### src/rtl/hamming_decode_arbiter.sv
// ---------------------------------------------------------------------------
// hamming_decode_arbiter
//
// Shares one external Hamming(7,4) decoder between two UART receive channels.
// Each channel owns a one-deep holding register. A round-robin scheduler
// issues one codeword at a time to the decoder. The decoded nibble is
// returned on a ready/valid output port, tagged with its source channel. A
// wait-state timeout guards against a decoder that never answers. Sticky
// flags record overflow and timeout events.
//
// Optional feature macro: HAMMING_ARB_STATS_EN
//   defined   -> per-channel saturating counters of nonzero-syndrome results
//   undefined -> err_cnt0/err_cnt1 are tied to 8'h00
//
// Parameters
//   TIMEOUT       maximum WAIT cycles before a request is abandoned (1..255)
//
// Ports
//   clk, rst      clock; synchronous active-high reset
//   in_valid[1:0] per-channel one-cycle codeword strobe
//   in_code0/1    7-bit codeword for channel 0 / channel 1
//   dec_ena       one-cycle request pulse to the decoder (ISSUE state)
//   dec_code      codeword under decode, stable from ISSUE back to IDLE
//   dec_valid     decoder result strobe
//   dec_data      decoded nibble from the decoder
//   dec_syndrome  syndrome from the decoder
//   out_valid     a result is held on the output
//   out_ready     consumer accepts the held result
//   out_ch        source channel of the held result
//   out_data      decoded nibble of the held result
//   out_syndrome  syndrome of the held result
//   clear_status  clears ovf, tmo and the error counters
//   ovf[1:0]      sticky per-channel overflow flags
//   tmo           sticky decoder-timeout flag
//   state_out     FSM state for debug (IDLE=00, ISSUE=01, WAIT=10)
//   err_cnt0/1    nonzero-syndrome result counts per channel
//
// Output handshake: the result transfers in a cycle where out_valid and
// out_ready are both high at the rising clock edge. out_valid stays high and
// out_ch/out_data/out_syndrome stay unchanged until that transfer happens.
// ---------------------------------------------------------------------------
module hamming_decode_arbiter #(
   parameter int TIMEOUT = 15
) (
   input  logic       clk,
   input  logic       rst,
   input  logic [1:0] in_valid,
   input  logic [6:0] in_code0,
   input  logic [6:0] in_code1,
   output logic       dec_ena,
   output logic [6:0] dec_code,
   input  logic       dec_valid,
   input  logic [3:0] dec_data,
   input  logic [2:0] dec_syndrome,
   output logic       out_valid,
   input  logic       out_ready,
   output logic       out_ch,
   output logic [3:0] out_data,
   output logic [2:0] out_syndrome,
   input  logic       clear_status,
   output logic [1:0] ovf,
   output logic       tmo,
   output logic [1:0] state_out,
   output logic [7:0] err_cnt0,
   output logic [7:0] err_cnt1
);

   typedef enum logic [1:0] {
      ST_IDLE  = 2'b00,
      ST_ISSUE = 2'b01,
      ST_WAIT  = 2'b10
   } state_t;

   localparam logic [7:0] TIMEOUT_C = 8'(TIMEOUT);

   state_t     state;
   state_t     state_nx;

   logic [1:0] hold_full;
   logic [6:0] hold_code0;
   logic [6:0] hold_code1;
   logic       rr_ptr;
   logic       sel_q;
   logic [7:0] wait_cnt;

   logic       slot_free;
   logic       grant;
   logic       grant_ch;
   logic       load;
   logic       timeout_hit;
   logic [1:0] hold_free;
   logic [1:0] capture;
   logic [1:0] ovf_set;

   // -------------------------------------------------------------------------
   // FSM next-state and control decode
   // -------------------------------------------------------------------------
   always_comb begin
      state_nx    = ST_IDLE;
      grant       = 1'b0;
      grant_ch    = 1'b0;
      load        = 1'b0;
      timeout_hit = 1'b0;
      dec_ena     = 1'b0;
      // The output slot counts as free when it is being drained this cycle,
      // so a new grant can overlap the consumer's acceptance.
      slot_free   = !out_valid || out_ready;

      case (state)
         ST_IDLE: begin
            if ((hold_full != 2'b00) && slot_free) begin
               grant    = 1'b1;
               grant_ch = (hold_full == 2'b11) ? rr_ptr : hold_full[1];
               state_nx = ST_ISSUE;
            end
         end
         ST_ISSUE: begin
            dec_ena = 1'b1;
            if (dec_valid) begin
               load = 1'b1;
            end else begin
               state_nx = ST_WAIT;
            end
         end
         ST_WAIT: begin
            // A result arriving on the timeout cycle still wins.
            if (dec_valid) begin
               load = 1'b1;
            end else if (wait_cnt == TIMEOUT_C) begin
               timeout_hit = 1'b1;
            end else begin
               state_nx = ST_WAIT;
            end
         end
         default: state_nx = ST_IDLE;
      endcase
   end

   assign hold_free = grant ? (grant_ch ? 2'b10 : 2'b01) : 2'b00;

   // A hold accepts a new codeword when empty or when it is handed to the
   // decoder in the same cycle; otherwise the newcomer is dropped.
   assign capture = in_valid & (~hold_full | hold_free);
   assign ovf_set = in_valid & hold_full & ~hold_free;

   assign state_out = state;

   always_ff @(posedge clk) begin
      if (rst) begin
         state <= ST_IDLE;
      end else begin
         state <= state_nx;
      end
   end

   // -------------------------------------------------------------------------
   // Holding registers, scheduler, wait counter, output register, flags
   // -------------------------------------------------------------------------
   always_ff @(posedge clk) begin
      if (rst) begin
         hold_full    <= 2'b00;
         hold_code0   <= 7'h00;
         hold_code1   <= 7'h00;
         rr_ptr       <= 1'b0;
         sel_q        <= 1'b0;
         dec_code     <= 7'h00;
         wait_cnt     <= 8'h00;
         out_valid    <= 1'b0;
         out_ch       <= 1'b0;
         out_data     <= 4'h0;
         out_syndrome <= 3'b000;
         ovf          <= 2'b00;
         tmo          <= 1'b0;
      end else begin
         if (capture[0]) begin
            hold_full[0] <= 1'b1;
            hold_code0   <= in_code0;
         end else if (hold_free[0]) begin
            hold_full[0] <= 1'b0;
         end

         if (capture[1]) begin
            hold_full[1] <= 1'b1;
            hold_code1   <= in_code1;
         end else if (hold_free[1]) begin
            hold_full[1] <= 1'b0;
         end

         if (grant) begin
            dec_code <= grant_ch ? hold_code1 : hold_code0;
            sel_q    <= grant_ch;
            rr_ptr   <= ~grant_ch;
         end

         // The ISSUE cycle counts as the first wait cycle, so the abandon
         // decision lands TIMEOUT cycles after ISSUE and the flag one later.
         if (state == ST_ISSUE) begin
            wait_cnt <= 8'h01;
         end else if ((state == ST_WAIT) && (state_nx == ST_WAIT)) begin
            wait_cnt <= wait_cnt + 8'h01;
         end else begin
            wait_cnt <= 8'h00;
         end

         if (load) begin
            out_valid    <= 1'b1;
            out_ch       <= sel_q;
            out_data     <= dec_data;
            out_syndrome <= dec_syndrome;
         end else if (out_valid && out_ready) begin
            out_valid    <= 1'b0;
            out_ch       <= 1'b0;
            out_data     <= 4'h0;
            out_syndrome <= 3'b000;
         end

         // Set events take priority over a simultaneous clear.
         ovf <= (clear_status ? 2'b00 : ovf) | ovf_set;
         tmo <= (clear_status ? 1'b0 : tmo) | timeout_hit;
      end
   end

   // -------------------------------------------------------------------------
   // Optional error statistics
   // -------------------------------------------------------------------------
`ifdef HAMMING_ARB_STATS_EN
   logic [7:0] err_q0;
   logic [7:0] err_q1;
   logic       err_inc0;
   logic       err_inc1;

   // Clear first, then count, so an increment coinciding with a clear
   // leaves the counter at one.
   function automatic logic [7:0] next_cnt(input logic [7:0] cur,
                                           input logic       inc,
                                           input logic       clr);
      logic [7:0] base;
      base = clr ? 8'h00 : cur;
      if (inc && (base != 8'hFF)) begin
         base = base + 8'h01;
      end
      return base;
   endfunction

   assign err_inc0 = load && (dec_syndrome != 3'b000) && !sel_q;
   assign err_inc1 = load && (dec_syndrome != 3'b000) && sel_q;

   always_ff @(posedge clk) begin
      if (rst) begin
         err_q0 <= 8'h00;
         err_q1 <= 8'h00;
      end else begin
         err_q0 <= next_cnt(err_q0, err_inc0, clear_status);
         err_q1 <= next_cnt(err_q1, err_inc1, clear_status);
      end
   end

   assign err_cnt0 = err_q0;
   assign err_cnt1 = err_q1;
`else
   assign err_cnt0 = 8'h00;
   assign err_cnt1 = 8'h00;
`endif

endmodule

### config.mk
export PLATFORM = sky130hd
export DESIGN_NAME = hamming_decode_arbiter
export DESIGN_NICKNAME = d
export VERILOG_FILES = /design/src/rtl/hamming_decode_arbiter.sv
export SDC_FILE = /design/constraint.sdc
export NUM_CORES = 1
export LEC_CHECK = 0
export ABC_CLOCK_PERIOD_IN_PS = 3500
export BUFFER_PORTS_ARGS = -buffer_cell sky130_fd_sc_hd__buf_2
export CAP_MARGIN = 20
export CORE_MARGIN = 2
export CORE_UTILIZATION = 35
export CTS_BUF_LIST = sky130_fd_sc_hd__clkbuf_4 sky130_fd_sc_hd__clkbuf_8
export DETAILED_ROUTE_END_ITERATION = 8
export HOLD_SLACK_MARGIN = 0.05
export PLACE_DENSITY = 0.62
export SLEW_MARGIN = 30
export SYNTH_ARGS = -nofsm -noshare
export SYNTH_HDL_FRONTEND = slang
export SYNTH_SLANG_ARGS = --single-unit
export TNS_END_PERCENT = 30
### constraint.sdc
create_clock -name clk -period 3.5 [get_ports clk]
set_clock_uncertainty 0.2 [all_clocks]
set_input_delay 0.175 -clock clk [delete_from_list [all_inputs] [get_ports clk]]
set_output_delay 0.175 -clock clk [all_outputs]
set_load 0.03 [all_outputs]
== Yosys cells after proc, flatten, opt, wreduce, memory -nomap -nowiden ==
Index checks and enable logic that the tools add are counted.
Word-level totals
  bits in registers: 47
  bits in latches: 0
  memory bits (writable): 0
  bits in read-only memories: 0
  input port bits: 28
  output and inout bits: 38
  memories: 0
Cells by class
  add/subtract/negate cells: 1
  $mul: 0
  div/mod/pow operators: 0
  magnitude comparators: 0
  equal/unequal tests: 5
  shifts and indexed selects: 0
  muxes and demuxes: 34
  bitwise operators: 10
  reductions and logical operators: 12
Operators with widths (number)
  $mux 1: 22
  $mux 2: 6
  $add 8x1->8 const B: 1
  $eq 8x4->1 const B: 1
  $mux 4: 2
  $reduce_bool 2->1: 4
  $mux 7: 1
  $and 2x2->2: 3
  $eq 2x2->1 const B: 3
  $mux 3: 2
  $pmux 2 s3: 1
  $not 2->2: 2
  $or 2x2->2: 2
  $logic_and 1x1->1: 3
  $reduce_or 3->1: 1
  $eq 2x1->1 const B: 1
  $logic_not 2->1: 1
  $not 1->1: 2
  $reduce_or 2->1: 1
  $logic_not 1->1: 1
  $logic_or 1x1->1: 1
  $or 1x1->1: 1

== Longest topological paths before layout ==
Gate-level depths: netlist of the first run.
  depth after elaboration: 10
  depth in mapped cells: 7
  depth with buffers taken out: 6

== Worst setup path after synthesis of the first run ==
Ideal clock, no wire load.
  path kind: register -> register
  start point: reg state[0] (netlist: state_out[0])
  end point: reg out_ch
  data arrival time: 1.788 ns
  slack: 1.447 ns
  cell stages (with the launch flop): 8
  buffers on the path: 1
  path through: dfxtp_1 inv_1 ha_1 and2_1 buf_2 a21oi_1 a22oi_1 nor2_1
Between the ends
  cells in the longest elaborated chain, start to end: 4
RTL lines
  start: declaration: line 76  | state_t state;
  start signal: assignment: line 152  | state <= state_nx;
  $eq 2x1->1 or $eq 2x2->1 (tied branches): line 109  | case (state)
  $reduce_or 2->1 (no line) *
  $mux 1 *
  $mux 1 or $reduce_bool 2->1 (tied branches)
  end signal: assignment: line 207  | out_ch <= sel_q;
  end: declaration: line 57  | output logic out_ch,
Every way passes the cells marked *; elsewhere a longest branch is shown, timed or not.
A chain may end at the register's enable or synchronous reset.

== Worst setup path after layout of the first run ==
  start point: reg state[0] (netlist: state_out[0])
  end point: reg out_data[0]
Between the ends
  cells in the longest elaborated chain, start to end: 4
RTL lines
  $eq 2x1->1 or $eq 2x2->1 (tied branches): line 109
  $reduce_or 2->1 (no line) *
  $mux 1 *
  $mux 4 or $reduce_bool 2->1 (tied branches)
  end signal: assignment: line 208  | out_data <= dec_data;
  end: declaration: line 58  | output logic [3:0] out_data,
Marks and branches as above.

==> results of run 1 <==
[what timing repair did]
action,CTS,global route
hold buffers,25,0
endpoints found under the hold margin,28,0
endpoints found under the setup margin,0,0
gates resized for setup,0,0
[final cells by class]
| class | instances | area [um^2] | share of cell area (%) |
|---|---|---|---|
| Timing Repair Buffer | 74 | 495 | 18.8 |
| Inverter | 5 | 18.8 | 0.711 |
| Clock buffer | 6 | 82.6 | 3.13 |
| Clock inverter | 1 | 5.00 | 0.190 |
| Tap cell | 75 | 93.8 | 3.56 |
| Multi-Input combinational cell | 163 | 1000 | 38.0 |
| Sequential cell | 47 | 941 | 35.7 |
[path summary, 6_finish.rpt]
check          startpoint           to  slack, ns  cells past startpoint
max          state_out[0]  out_data[0]       1.38                      6
min             out_ready    out_valid       0.20                      3
max reg2reg  state_out[0]  out_data[0]       1.38                      6
min reg2reg         sel_q        sel_q       0.26                      2
[per-stage QoR]
step                      hold WS (ns)  instance area [um^2]  util, %
after floorplan                 0.0537                  2140        -
final                            0.197                  2640     45.1
after global placement           0.205                  2300     39.3
after global routing             0.233                  2640     45.1
after detailed placement         0.213                  2300     39.3
after CTS                        0.181                  2640     45.1
[layout by cell type (no fill, tap or decap), types with 2 or more instances in the layout]
cell	n
nand2_1	10
buf_2	49
inv_1	5
a21oi_1	13
nand2b_1	18
a211oi_1	5
dlygate4sd3_1	25
mux2i_1	14
ha_1	5
nor2_1	35
a311oi_1	2
nor4_1	2
nor2b_1	3
dfxtp_1	47
conb_1	16
clkbuf_8	6
a22oi_1	8
xnor2_1	4
nand3_1	12
nor3_1	2
xor2_1	2
[logic make-up (layout without fill, tap and decap cells)]
logic type	count (synthesis)	in the layout	synth area share, %
buffers and inverters	33	86	9.48
other	1	16	0.180
multiplexers	14	14	6.72
AND/OR/NAND/NOR	88	88	20.9
adder cells (fa/ha/maj)	5	5	3.00
flip-flops	47	47	45.1
XOR/XNOR	6	6	2.52
AO/OA/AOI/OAI	34	34	12.1
[worst register-to-register path, cell delays in order, from the launching register on]
cell and delay [ns]:
dfxtp_1 0.39, inv_1 0.08, ha_1 0.31, and2_1 0.27, a21oi_1 0.54, a22oi_1 0.15
nor2_1 0.11
[state kept, by name, indices dropped and copies added (netlist names)]
name,cells
wait_cnt,8
dec_code,7
hold_code0,7
hold_code1,7
out_data,4
out_syndrome,3
hold_full,2
ovf,2
state_out,2
out_ch,1
out_valid,1
rr_ptr,1
sel_q,1
tmo,1
[layer usage]
layer / wire length [um] / global-route usage (%)
met5: 0 / 0
met4: 44 / 4.58
met3: 255 / 3.67
met2: 1870 / 22.3
met1: 2110 / 17.7
[cell usage after synthesis]
cell / n / area (um^2)
dfxtp_1: 47 / 941
nor2_1: 35 / 131
nand2b_1: 18 / 113
buf_4: 16 / 120
mux2i_1: 14 / 140
a21oi_1: 13 / 65.1
nand3_1: 12 / 60.1
nand2_1: 10 / 37.5
a22oi_1: 8 / 60.1
clkbuf_1: 6 / 22.5
a211oi_1: 5 / 37.5
buf_2: 5 / 25.0
ha_1: 5 / 62.6
inv_1: 5 / 18.8
xnor2_1: 4 / 35.0
nor2b_1: 3 / 18.8
a311oi_1: 2 / 17.5
nor3_1: 2 / 10.0
nor4_1: 2 / 12.5
xor2_1: 2 / 17.5
a21oi_2: 1 / 8.76
a31oi_1: 1 / 6.26
a41oi_4: 1 / 27.5
and2_1: 1 / 6.26
and3_1: 1 / 6.26
buf_6: 1 / 11.3
conb_1: 1 / 3.75
nand3_2: 1 / 10.0
nand4b_1: 1 / 8.76
nor3b_1: 1 / 7.51
o211a_1: 1 / 10.0
o211ai_2: 1 / 12.5
o22ai_1: 1 / 6.26
or4b_4: 1 / 13.8
[power breakdown]
group,switching [mW],internal (mW),total (mW)
Sequential,0.0222,0.569,0.591
Clock,0.174,0.155,0.329
Combinational,0.144,0.0888,0.233
Total,0.340,0.813,1.15
==> flow_metrics.tcl, run 1 <==
set metrics [dict create \
    routed_wl_mm 4.28 \
    synth.distinct_cells 34 \
    syn_avg_cell_area_um2 9.14 \
    ir_drop_mv 0.206 \
    cts_made_buffers 5 \
    cts_root_buffer "clkbuf_8" \
    coreArea_um2 5850 \
    fmax_ghz 0.472 \
    avgRoutedWirePerCell_um 11.5 \
    start_kind "flip-flop" \
    p_leak_nw 1.13 \
    critPathTopFamily "compound AO/OA/AOI/OAI gates" \
    hpwl_mm 2.99 \
    dieArea_um2 6590 \
    worst-setup-path-type "reg -> reg" \
    clk_latency_ns 0.30 \
    synth_seq_cells 47 \
    dp_cells 339 \
    cpPeakStageDelay_ns 0.53 \
    ys_warn_count 0 \
    hold_viol 0 \
    die_width_um 81.2 \
    cp.buffers_inverters 1 \
    period_share_pct 60.5 \
    dr.pass1.iters 4 \
    status "finished clean" \
    gp_congestion 0.707 \
    cts_tree "done" \
    crit_arrival_ns 2.15 \
    cts_buffer_depth 2 \
    fin_cells 371 \
    cp_max_fo 9 \
    viasPerCell 4.62 \
    grt_max_degree 49 \
    remaining_drc_errors 0 \
    seq_area_frac_synth_pct 45.1 \
    track_usage_pct 13.7 \
    start_util_pct 35.6 \
    power.density_nw_per_um2 437 \
    postSynthCellCount 228 \
    cts.sinks 47 \
    rows 28 \
    grt_pass1_vias 1594 \
    area_growth_pct 26.6 \
    path_cells "inv_1 > ha_1 > and2_1 > a21oi_1 > a22oi_1 > nor2_1" \
    rsz0062_at_grt "no" \
    ioPinCount 66 \
    num_vias 1714 \
    n_fill_cell 583 \
    fin_crit_ns 2.12 \
    pre_cts_slack_ns 1.41 \
    grt_overflow_total 0 \
    path_clk_slew_ns 0.08 \
    slowest_stage "a21oi_1" \
    fin_nets 329 \
    drtIter0Drc 53 \
    worst_hold_path_type "in -> reg" \
    setup_ws_ns 1.38 \
    relSlewSlack_pct 45.1 \
    grt_pass1_wl_mm 7.07 \
    synth_area_um2 2080 \
    drv_slew 0 \
    tightest_slew_ns 0.822 \
    cts-htree-levels 2 \
    finalSetupViolations 0 \
    final_layout_size_suffix_gt1_share_pct 20.6 \
    tns_ns 0 \
    antenna_found_initial 0 \
    io_buffer_count 49 \
    post_cts_buffers 0 \
    maxCapViolCount 0 \
    die_h_um 81.2 \
    required_ns 3.53 \
    endpoint_kind "flip-flop" \
    ant_nets 0 \
    antennaDiodeCount 0 \
    total_power_mw 1.15 \
]
Power figures use the tool's default switching activity.
==> run 2, diff against run 1 <==
--- a/config.mk
+++ b/config.mk
@@ -5,7 +5,8 @@
 export SDC_FILE = /design/constraint.sdc
 export NUM_CORES = 1
 export LEC_CHECK = 0
-export ABC_CLOCK_PERIOD_IN_PS = 3500
+export ABC_AREA = 1
+export ABC_CLOCK_PERIOD_IN_PS = 2100
 export BUFFER_PORTS_ARGS = -buffer_cell sky130_fd_sc_hd__buf_2
 export CAP_MARGIN = 20
 export CORE_MARGIN = 2
==> constraint.sdc (replaced) <==
create_clock -name clk -period 2.1 [get_ports clk]
set_clock_uncertainty 0.2 [all_clocks]
set_input_delay 0.105 -clock clk [delete_from_list [all_inputs] [get_ports clk]]
set_output_delay 0.105 -clock clk [all_outputs]
set_load 0.03 [all_outputs]
==> flow_metrics.tcl, run 2 <==
set metrics [dict create \
    maxCapViolCount 0 \
    finalSetupViolations 0 \
    cts_buffer_depth 2 \
    cts.sinks 47 \
    tightest_slew_ns 0.670 \
    synth_top_area_cell "dfxtp_1" \
    layout_commonest_cell "nand2_1" \
    grt_overflow_total 0 \
    grt_busiest_layer "met2" \
    rows 29 \
    cp_max_fo 10 \
    num_vias 2110 \
    synth.most_common_cell "nand2_1" \
    async_reset_ff_share_pct 0 \
    cts_made_buffers 5 \
    postSynthCellCount 309 \
    antennaDiodeCount 0 \
    ys_warn_count 0 \
    muxShareOfSynthArea_pct 0 \
    largest_reg_flops 8 \
    cts_tree "done" \
    synth_top_family_by_area "simple AND/OR/NAND/NOR gates" \
    drv_slew 0 \
    use_met2_pct 25.6 \
    synthTopCellsByArea "dfxtp_1, nand2_1, nand3_1, inv_1, a21oi_1" \
    clk_latency_ns 0.31 \
    crit_arrival_ns 1.97 \
    slowest_stage "dlygate4sd3_1" \
    die_h_um 83.8 \
    synth.top_cell.area_share_pct 42.2 \
    io_buffer_count 49 \
    synth_top_flop_cell "dfxtp_1" \
    synth_edf_count 0 \
    use_met1_pct 18.5 \
    cpPeakStageDelay_ns 0.55 \
    gr-usage-met3_pct 3.36 \
    cts-htree-levels 2 \
    start_kind "flip-flop" \
    synth_seq_cells 47 \
    setup.worst_path.start "state_out[1]" \
    fin_util_pct 46.9 \
    synth_fa_ha_area_share_pct 2.81 \
    drtIter0Drc 76 \
    rsz0062_at_grt "no" \
    gp_congestion 0.797 \
    p_leak_nw 1.42 \
    total_power_mw 2.09 \
    synth.distinct_cells 23 \
    area_growth_pct 31.4 \
    seq_area_frac_synth_pct 42.2 \
    n_fill_cell 645 \
    routed_wl_mm 5.12 \
    ant_nets 0 \
    status "finished clean" \
    ir_drop_mv 0.580 \
    yosys.area_share.simple_pct 30.6 \
    critPathTopFamily "buffers and inverters" \
    track_usage_pct 14.9 \
    power.density_nw_per_um2 712 \
    netlist_top_cells_count "nand2_1, dfxtp_1, nand3_1, inv_1, a21oi_1" \
    layout_common_cells "nand2_1, buf_2, dfxtp_1" \
    synth_area_um2 2230 \
    worst-setup-path-type "reg -> reg" \
    worst_hold_path_type "in -> reg" \
    fin_crit_ns 1.97 \
    crit-reg2reg-launch "state_out[1]" \
    synth-xor-area-share_pct 1.57 \
    dr.pass1.iters 4 \
    hpwl_mm 3.48 \
    dieArea_um2 7020 \
    grt_pass1_wl_mm 8.65 \
    endpoint_kind "flip-flop" \
    avgRoutedWirePerCell_um 11.0 \
    tns_ns 0 \
    min_from "out_ready" \
    regMostFlops "wait_cnt" \
    die_width_um 83.8 \
    cts_root_buffer "clkbuf_8" \
    syn_avg_cell_area_um2 7.22 \
    fin_nets 420 \
    viasPerCell 4.54 \
    start_util_pct 35.7 \
    relSlewSlack_pct 55.3 \
    period_share_pct 93.9 \
    hold_viol 0 \
    path_cells "inv_2 > ha_4 > inv_1 > nor2_2 > buf_6 > nand3_2 > nand3_1 > a21oi_1 > dlygate4sd3_1" \
    final_layout_size_suffix_gt1_share_pct 17.5 \
    synth_compound_area_share_pct 7.30 \
    grt_pass1_vias 1957 \
    antenna_found_initial 0 \
    cp.buffers_inverters 4 \
    ioPinCount 66 \
    coreArea_um2 6240 \
    grt_max_degree 23 \
    fmax_ghz 0.507 \
    required_ns 2.10 \
    remaining_drc_errors 0 \
    path_clk_slew_ns 0.09 \
]
==> run 2: repair_timing <==
action | in CTS | in global routing
hold buffers | 34 | 0
buffers inserted | 0 | 0
setup endpoints to repair | 0 | 9
endpoints found under the hold margin | 28 | 0
resized for setup | 0 | 6
==> run 2: final timing paths <==
| kind | endpoint | slack (ns) | depth (start not counted) |
|---|---|---|---|
| setup reg to reg | ovf[0] | 0.13 | 9 |
| hold / removal | sel_q | 0.05 | 5 |
| hold reg to reg | ovf[1] | 0.27 | 2 |
| setup / recovery | ovf[0] | 0.13 | 9 |
==> run 2: routing by layer <==
| metal | part of all wire (%) | wire, um |
|---|---|---|
| met1 | 45 | 2310 |
| met4 | 1.5 | 75 |
| met3 | 5.7 | 290 |
| met5 | 0 | 0 |
| met2 | 48 | 2450 |
==> run 2: through the flow <==
stage | cells | setup WS, ns | cell area, um^2 | hold WS (ns)
floorplan | 324 | 0.263 | 2290 | 0.0726
global placement | 423 | 0.367 | 2450 | 0.180
detailed placement | 423 | 0.250 | 2450 | 0.173
CTS | 465 | 0.0243 | 2910 | 0.0530
global route | 465 | 0.0148 | 2930 | 0.0898
finish | 465 | 0.129 | 2930 | 0.0547
==> run 2: cell type report <==
cell class / instances / area (um^2) / share of cell area (%)
clock inverter: 2 / 35.0 / 1.20
multi-input combinational: 208 / 1010 / 34.6
inverter: 39 / 146 / 5.00
sequential: 47 / 942 / 32.2
timing repair buffer: 86 / 612 / 20.9
tap: 77 / 96.3 / 3.29
clock buffer: 6 / 82.6 / 2.82
==> run 2: power breakdown <==
| group | switching [mW] | leakage, nW | internal, mW | total, mW |
|---|---|---|---|---|
| Combinational | 0.258 | 0.972 | 0.155 | 0.412 |
| Sequential | 0.0346 | 0.385 | 0.945 | 0.980 |
| Clock | 0.308 | 0.0612 | 0.385 | 0.693 |
| Total | 0.600 | 1.42 | 1.49 | 2.09 |
==> run 2: worst register-to-register path, stage by stage (launching register included) <==
cell	delay [ns]
dfxtp_1	0.36
inv_2	0.09
ha_4	0.12
inv_1	0.04
nor2_2	0.14
buf_6	0.15
nand3_2	0.08
nand3_1	0.08
a21oi_1	0.06
dlygate4sd3_1	0.55
==> run 2: kinds of logic (layout without fill, tap and decap cells) <==
logic type                 after synthesis  count (layout)
adders and majority gates                5               5
xor gates and xnor gates                 4               4
buffers and inverters                   69             133
DFF                                     47              47
AOI/OAI and AO/OA                       32              32
and+or+nand+nor                        151             151
other                                    1              16
==> run 3, diff against run 2 <==
--- a/config.mk
+++ b/config.mk
@@ -9,6 +9,7 @@
 export ABC_CLOCK_PERIOD_IN_PS = 2100
 export BUFFER_PORTS_ARGS = -buffer_cell sky130_fd_sc_hd__buf_2
 export CAP_MARGIN = 20
+export CORE_ASPECT_RATIO = 0.6
 export CORE_MARGIN = 2
 export CORE_UTILIZATION = 35
 export CTS_BUF_LIST = sky130_fd_sc_hd__clkbuf_4 sky130_fd_sc_hd__clkbuf_8
==> flow_metrics.tcl, run 3 (synthesis gave the netlist of run 2 again) <==
set metrics [dict create \
    routed_wl_mm 5.28 \
    final_layout_size_suffix_gt1_share_pct 16.8 \
    drtIter0Drc 144 \
    final_area_um2 2890 \
    cts_tree "done" \
    start_kind "flip-flop" \
    period_share_pct 93.2 \
    n_fill_cell 634 \
    ioPinCount 66 \
    rows 22 \
    path_clk_slew_ns 0.09 \
    largest_reg_flops 8 \
    swShare_pct 31.1 \
    fin_cells 470 \
    grt_overflow_total 0 \
    grt_max_degree 23 \
    status "finished clean" \
    coreArea_um2 6140 \
    crit_arrival_ns 1.94 \
    post_cts_buffers 0 \
    track_usage_pct 15.9 \
    layout_commonest_cell "nand2_1" \
    die_width_um 107 \
    fmax_ghz 0.511 \
    worst_hold_path_type "in -> reg" \
    num_vias 2097 \
    cp_max_fo 5 \
    regMostFlops "wait_cnt" \
    worst-setup-path-type "reg -> reg" \
    p_int_mw 1.34 \
    place_area_um2 2450 \
    finalSetupViolations 0 \
    antenna_found_initial 0 \
    cts_root_buffer "clkbuf_8" \
    grt_pass1_vias 1905 \
    cts_buffer_depth 2 \
    dieArea_um2 7050 \
    critPathTopFamily "buffers and inverters" \
    layout_common_cells "nand2_1, buf_2, dfxtp_1" \
    pre_cts_slack_ns 0.179 \
    use_met2_pct 22.5 \
    p_comb_share_pct 21.2 \
    dr.pass1.iters 4 \
    fin_crit_ns 1.96 \
    path_cells "inv_1 > ha_4 > inv_1 > nor2_4 > nand3_2 > nand3_1 > a21oi_1 > dlygate4sd3_1" \
    cts_made_buffers 5 \
    ant_nets 0 \
    die_h_um 65.8 \
    ir_drop_mv 0.266 \
    antennaDiodeCount 0 \
    hpwl_mm 3.70 \
    cpPeakStageDelay_ns 0.55 \
    setup_ws_ns 0.143 \
    endpoint_kind "flip-flop" \
    grt_busiest_layer "met1" \
    holdWs_ns 0.0981 \
    total_power_mw 1.95 \
    p_sw_uw 605 \
    clk_latency_ns 0.30 \
    remaining_drc_errors 0 \
    maxCapViolCount 0 \
    power_frac_seq_pct 50.3 \
    fin_util_pct 47.1 \
    drv_slew 0 \
    cts.sinks 47 \
    use_met1_pct 23.4 \
    io_buffer_count 49 \
    fin_nets 418 \
    hold_viol 0 \
    slowest_stage "dlygate4sd3_1" \
    grt_pass1_wl_mm 8.81 \
    area_growth_pct 29.8 \
    tns_ns 0 \
    dp_cells 429 \
    cts-htree-levels 2 \
    start_util_pct 36.3 \
    tightest_slew_ns 0.691 \
    avgRoutedWirePerCell_um 11.2 \
    viasPerCell 4.46 \
    required_ns 2.09 \
    relSlewSlack_pct 53.9 \
    cp.buffers_inverters 3 \
    gr-usage-met3_pct 4.83 \
    crit_top_cell "inv_1" \
    gp_congestion 0.737 \
    clkPwrFrac_pct 28.4 \
    power.density_nw_per_um2 673 \
    p_leak_nw 1.40 \
]
run 3: worst min-delay path, cell delays in order:
cell and delay, ns:
buf_2 0.08, nand2_1 0.17, nand3_1 0.14, a21oi_1 0.05
run 3: final cells by class:
class	instances	area (um^2)	area share, %
Multi-Input combinational cell	208	1020	35.3
Inverter	39	146	5.06
Timing Repair Buffer	84	591	20.4
Clock inverter	2	12.5	0.432
Sequential cell	47	941	32.5
Clock buffer	6	76.3	2.64
Tap cell	84	105	3.63
run 3: final timing paths:
check          startpoint           to  slack [ns]  cells past startpoint
max          state_out[0]       ovf[0]        0.14                      8
min             out_ready  out_data[1]         0.1                      4
max reg2reg  state_out[0]       ovf[0]        0.14                      8
min reg2reg           tmo          tmo        0.27                      2
run 3: power groups by stage:
stage,Sequential [mW],Clock (mW),Combinational (mW)
2_1_floorplan,1.04,0,0.255
3_3_place_gp,0.999,0,0.353
3_5_place_dp,1.00,0,0.358
4_1_cts,0.979,0.564,0.404
5_1_grt,0.987,0.607,0.460
6_report,0.980,0.554,0.414
run 3: per-layer routing:
metal  up-vias  share of wire (%)
met5         -                  0
met3         7                7.6
met1       917                 51
met2        68                 40
met4         0               0.78
li1       1105                  -
run 3: what timing repair did:
action	CTS	global route
endpoints found under the hold margin	27	0
hold buffers	33	0
setup endpoints to repair	0	14
gates resized for setup	0	4
